[src/rtl/naneye_cfg_scheduler.sv]
// Arbitrates the sensor config transmitter between host writes and auto-exposure.
// Sends at most one word per CONFIG_EN window, round-robin between requesters.
module naneye_cfg_scheduler #(
  parameter int                    G_CFG_BITS     = 24,
  parameter int                    G_TX_TIMEOUT   = 2000,
  parameter bit                    G_REPEAT_LAST  = 1'b1,
  parameter logic [G_CFG_BITS-1:0] G_DEFAULT_WORD = 24'hAEC9EC
) (
  input  logic                  i_clk,
  input  logic                  i_rst,
  input  logic                  i_config_en,
  input  logic                  i_host_req,
  input  logic [G_CFG_BITS-1:0] i_host_data,
  output logic                  o_host_ack,
  input  logic                  i_aec_req,
  input  logic [G_CFG_BITS-1:0] i_aec_data,
  output logic                  o_aec_ack,
  output logic                  o_tx_start,
  output logic [G_CFG_BITS-1:0] o_tx_data,
  input  logic                  i_tx_end,
  output logic                  o_busy,
  output logic                  o_timeout_err,
  output logic [G_CFG_BITS-1:0] o_last_word
);

  localparam int TW = $clog2(G_TX_TIMEOUT + 1);
  localparam logic [TW-1:0] C_TMR_MAX = TW'(G_TX_TIMEOUT);
  localparam logic [TW-1:0] C_TO_LAST = TW'(G_TX_TIMEOUT - 1);

  typedef enum logic [2:0] {
    S_IDLE,
    S_ARB,
    S_START,
    S_WAIT_END,
    S_DONE
  } state_t;

  typedef enum logic [1:0] {
    GR_HOST,
    GR_AEC,
    GR_LAST
  } grant_t;

  state_t                  r_state;
  grant_t                  r_grant;
  logic                    r_rr_aec;
  logic                    r_cfg_q;
  logic                    r_end_q;
  logic [TW-1:0]           r_timer;
  logic                    r_host_ack;
  logic                    r_aec_ack;
  logic                    r_tx_start;
  logic [G_CFG_BITS-1:0]   r_tx_data;
  logic                    r_busy;
  logic                    r_timeout_err;
  logic [G_CFG_BITS-1:0]   r_last_word;

  logic w_cfg_rise;
  logic w_end_rise;
  logic w_timeout;
  logic w_timer_sat;

  assign w_cfg_rise  = i_config_en & ~r_cfg_q;
  assign w_end_rise  = i_tx_end & ~r_end_q;
  assign w_timeout   = (r_timer == C_TO_LAST);
  assign w_timer_sat = (r_timer == C_TMR_MAX);

  always_ff @(posedge i_clk or posedge i_rst) begin
    if (i_rst) begin
      r_state       <= S_IDLE;
      r_grant       <= GR_LAST;
      r_rr_aec      <= 1'b0;
      r_cfg_q       <= 1'b0;
      r_end_q       <= 1'b0;
      r_timer       <= '0;
      r_host_ack    <= 1'b0;
      r_aec_ack     <= 1'b0;
      r_tx_start    <= 1'b0;
      r_tx_data     <= '0;
      r_busy        <= 1'b0;
      r_timeout_err <= 1'b0;
      r_last_word   <= G_DEFAULT_WORD;
    end else begin
      r_cfg_q       <= i_config_en;
      r_end_q       <= i_tx_end;
      r_host_ack    <= 1'b0;
      r_aec_ack     <= 1'b0;
      r_timeout_err <= 1'b0;

      case (r_state)
        S_IDLE: begin
          if (w_cfg_rise) begin
            r_state <= S_ARB;
            r_busy  <= 1'b1;
          end
        end

        S_ARB: begin
          if (i_host_req && i_aec_req) begin
            r_grant   <= r_rr_aec ? GR_AEC : GR_HOST;
            r_tx_data <= r_rr_aec ? i_aec_data : i_host_data;
            r_state   <= S_START;
          end else if (i_host_req) begin
            r_grant   <= GR_HOST;
            r_tx_data <= i_host_data;
            r_state   <= S_START;
          end else if (i_aec_req) begin
            r_grant   <= GR_AEC;
            r_tx_data <= i_aec_data;
            r_state   <= S_START;
          end else if (G_REPEAT_LAST) begin
            r_grant   <= GR_LAST;
            r_tx_data <= r_last_word;
            r_state   <= S_START;
          end else begin
            r_state <= S_IDLE;
            r_busy  <= 1'b0;
          end
        end

        S_START: begin
          r_tx_start <= 1'b1;
          r_timer    <= '0;
          r_state    <= S_WAIT_END;
        end

        S_WAIT_END: begin
          // A completion arriving on the final timer cycle still counts as success.
          if (w_end_rise) begin
            r_state <= S_DONE;
          end else if (w_timeout) begin
            r_timeout_err <= 1'b1;
            r_tx_start    <= 1'b0;
            r_state       <= S_IDLE;
            r_busy        <= 1'b0;
          end else if (!w_timer_sat) begin
            r_timer <= r_timer + 1'b1;
          end
        end

        S_DONE: begin
          r_tx_start  <= 1'b0;
          r_last_word <= r_tx_data;
          if (r_grant == GR_HOST) begin
            r_host_ack <= 1'b1;
            r_rr_aec   <= 1'b1;
          end else if (r_grant == GR_AEC) begin
            r_aec_ack <= 1'b1;
            r_rr_aec  <= 1'b0;
          end
          r_state <= S_IDLE;
          r_busy  <= 1'b0;
        end

        default: begin
          r_state    <= S_IDLE;
          r_tx_start <= 1'b0;
          r_busy     <= 1'b0;
        end
      endcase
    end
  end

  assign o_host_ack    = r_host_ack;
  assign o_aec_ack     = r_aec_ack;
  assign o_tx_start    = r_tx_start;
  assign o_tx_data     = r_tx_data;
  assign o_busy        = r_busy;
  assign o_timeout_err = r_timeout_err;
  assign o_last_word   = r_last_word;

endmodule

[config.mk]
export PLATFORM = sky130hd
export DESIGN_NAME = naneye_cfg_scheduler
export DESIGN_NICKNAME = d
export VERILOG_FILES = /design/src/rtl/naneye_cfg_scheduler.sv
export SDC_FILE = /design/constraint.sdc
export NUM_CORES = 1
export LEC_CHECK = 0
export ABC_AREA = 1
export ABC_CLOCK_PERIOD_IN_PS = 3720
export BUFFER_PORTS_ARGS = -buffer_cell sky130_fd_sc_hd__buf_2
export CAP_MARGIN = 10
export CELL_PAD_IN_SITES_DETAIL_PLACEMENT = 0
export CELL_PAD_IN_SITES_GLOBAL_PLACEMENT = 1
export CORE_ASPECT_RATIO = 1.75
export CORE_UTILIZATION = 42
export CTS_BUF_LIST = sky130_fd_sc_hd__clkbuf_8
export CTS_CLUSTER_SIZE = 25
export DETAILED_ROUTE_END_ITERATION = 12
export GPL_TIMING_DRIVEN = 0
export PLACE_DENSITY = 0.95
export SYNTH_ARGS = -nofsm -noshare
export SYNTH_HDL_FRONTEND = slang
export SYNTH_SLANG_ARGS = --single-unit
[constraint.sdc]
create_clock -name i_clk -period 3.72 [get_ports i_clk]
set_input_delay 0.372 -clock i_clk [delete_from_list [all_inputs] [get_ports i_clk]]
set_output_delay 0.372 -clock i_clk [all_outputs]
set_load 0.05 [all_outputs]
==> impl_metrics.json <==
{
  "outcome": "complete, no violations",
  "place_congestion": 0.8881,
  "die_w_um": 75.75,
  "place.detailed.hpwl_mm": 8.688,
  "hold_path_class": "input pin to flip-flop",
  "crit_buf_inv": 3,
  "worstMarginPinSlew_ns": 0.8907,
  "syn_inst": 551,
  "fin_util_pct": 53.34,
  "setup_tns_ns": 0,
  "insertion_delay_ns": 0.35,
  "io_pins": 107,
  "htree_levels": 3,
  "cts.sinks": 72,
  "cts_buffers": 9,
  "max_stage_delay_ns": 0.49,
  "path_class": "flip-flop to flip-flop",
  "synth-edff-count": 0,
  "reg2reg_to": "r_grant[0]",
  "met1_length_mm": 4.599,
  "nFillCells": 911,
  "period_needed_ns": 1.660,
  "highest_layer": "met4",
  "maxCapViolCount": 0,
  "wire_per_inst_um": 14.89,
  "critical_path.most_common_cell": "inv_1",
  "layout_common_cells": "nand2_1, buf_2, nand3_1",
  "tritoncts": "yes",
  "critical_path.startpoint_type": "flip-flop",
  "ant_nets": 0,
  "crit_arrival_ns": 1.87,
  "core_area_um2": 9151,
  "final_max_slew_viol_count": 0,
  "ys_seq_elements": 72,
  "synth_area_um2": 3998,
  "drt_first_iter_violations": 261,
  "hp-start": "i_config_en",
  "drc": 0,
  "post-synth-top-area-cell": "dfrtp_1",
  "rrSetupSlack_ns": 2.06,
  "cts_root_buf": "clkbuf_8",
  "mappedNetlistNets": 607,
  "met3WireLength_um": 634,
  "grt_max_degree": 73,
  "rows": 46,
  "synth_ff_type": "dfrtp_1",
  "route.met2.wl_mm": 6.277,
  "vias": 4139,
  "crit_required_ns": 3.94,
  "fin_nets": 723,
  "initial_core_util_pct": 43.68,
  "synth_top_area_share_pct": 35.68,
  "period_share_pct": 44.61,
  "routed_wl_mm": 11.81,
  "rsz0062_at_grt": "false",
  "hold_viol_final": 0,
  "fin_skew_ns": 0.01233,
  "regToRegStartpoint": "r_state[1]",
  "peakVddDrop_mv": 0.4303,
  "layout-drive-gt1-share_pct": 24.85,
  "overflow": 0,
  "synthArstFlopShare_pct": 100.0,
  "grt_pass1_wl_mm": 18.51,
  "clock.fmax_mhz": 602.6,
  "setup_violations": 0,
  "dr.pass1.iters": 5,
  "holdBufCountCts": 0,
  "cp-end-kind": "flip-flop",
  "slowest_stage": "clkbuf_1",
  "p_leak_nw": 2.438,
  "die_area_um2": 9928,
  "clockBufferDepth": 2,
  "vias_per_cell": 5.219,
  "area_delta_synth_final_pct": 22.10,
  "synth_cell_types": 28,
  "grt_use_total_pct": 24.72,
  "worstPathCellList": "inv_1 > nand3_1 > inv_1 > clkbuf_1 > o21ai_0",
  "path_delay_family": "buffers and inverters",
  "clkSlewWorstSetupHoldPaths_ns": 0.08,
  "power_density_nw_per_um2": 832.2,
  "synth_warnings": 0,
  "worstSetupEndpoint": "r_grant[0]",
  "crit_start": "r_state[1]",
  "antenna_found_initial": 0,
  "synthTopCellsByArea": "dfrtp_1, nand2_1, dfstp_2",
  "die_h_um": 131.1,
  "layout_commonest_cell": "nand2_1",
  "maxSlewHeadroom_pct": 40.62,
  "cp.depth": 5,
  "post_cts_resized": 0,
  "crit_path_max_fanout": 10,
  "place.port_buffers": 105,
  "grt_pass1_vias": 3936,
  "avgSynthCellArea_um2": 7.255,
  "reg2reg_depth": 5,
  "synth.yosys.seq_area_share_pct": 45.54,
  "worstHoldPathCells": 1,
  "cts_setup_buffers": 0
}
## flip-flops by register name, summed over array words and instances, names as in the netlist
| signal | flops |
|---|---|
| o_aec_ack | 1 |
| o_busy | 1 |
| o_host_ack | 1 |
| o_last_word | 24 |
| o_timeout_err | 1 |
| o_tx_data | 24 |
| o_tx_start | 1 |
| r_cfg_q | 1 |
| r_end_q | 1 |
| r_grant | 2 |
| r_rr_aec | 1 |
| r_state | 3 |
| r_timer | 11 |
## worst register-to-register path, stage by stage (launching register included)
cell,delay [ns]
dfrtp_1,0.44
inv_1,0.09
nand3_1,0.12
inv_1,0.23
clkbuf_1,0.49
o21ai_0,0.16
## per-stage QoR
stage / setup slack, ns / std cells / hold slack, ns / cell area (um2) / power (mW)
3_5_place_dp: 2.063 / 776 / 0.4284 / 4676 / 3.462
5_1_grt: 1.912 / 792 / 0.1154 / 4878 / 4.348
6_report: 2.060 / 793 / 0.1362 / 4881 / 4.062
3_3_place_gp: 0.7515 / 776 / 0.4158 / 4673 / 3.418
2_1_floorplan: 1.548 / 551 / 0.4032 / 3998 / 2.904
4_1_cts: 2.036 / 792 / 0.1177 / 4878 / 4.098
## layout make-up
class / count / area [um2] / share of cell area (%)
multi-input combinational: 399 / 1834 / 37.58
sequential: 72 / 1821 / 37.30
timing repair buffer: 105 / 525.5 / 10.77
clock buffer: 13 / 178.9 / 3.666
inverter: 46 / 175.2 / 3.589
buffer: 34 / 170.2 / 3.486
tap: 120 / 150.1 / 3.076
clock inverter: 3 / 23.77 / 0.4871
antenna: 1 / 2.502 / 0.05127
## synthesized netlist by cell type (6+ instances only)
master	n
a21oi_1	6
buf_2	16
clkbuf_1	14
dfrtp_1	57
dfstp_2	15
inv_1	43
nand2_1	179
nand3_1	71
nand4_1	24
nor2_1	28
o21ai_0	63
o21ai_1	13
## how the worst min path moves through the flow
stage                             to  slack [ns]
after global placement    o_host_ack        0.42
final                        r_cfg_q        0.14
after CTS                    r_cfg_q        0.12
after detailed placement  o_host_ack        0.43
after floorplan           o_host_ack        0.40
after global routing         r_cfg_q        0.12
## layer usage
metal | GRT usage, % | vias up
met3 | 5.199 | 26
met1 | 26.62 | 1944
met5 | 0 | -
li1 | - | 2031
met2 | 44.87 | 138
met4 | 11.00 | 0
## power by group
group          internal (mW)  switching (mW)
Combinational          0.514            1.64
Sequential              1.11           0.181
Clock                  0.316           0.303
## cell families after synthesis
family / share of synthesized area, %
AO/OA/AOI/OAI: 10.45
XOR/XNOR: 0.2191
adder cells (fa/ha/maj): 0.6259
buffers and inverters: 8.576
flip-flops: 45.54
AND/OR/NAND/NOR: 34.59
(Power assumes the default switching activity.)
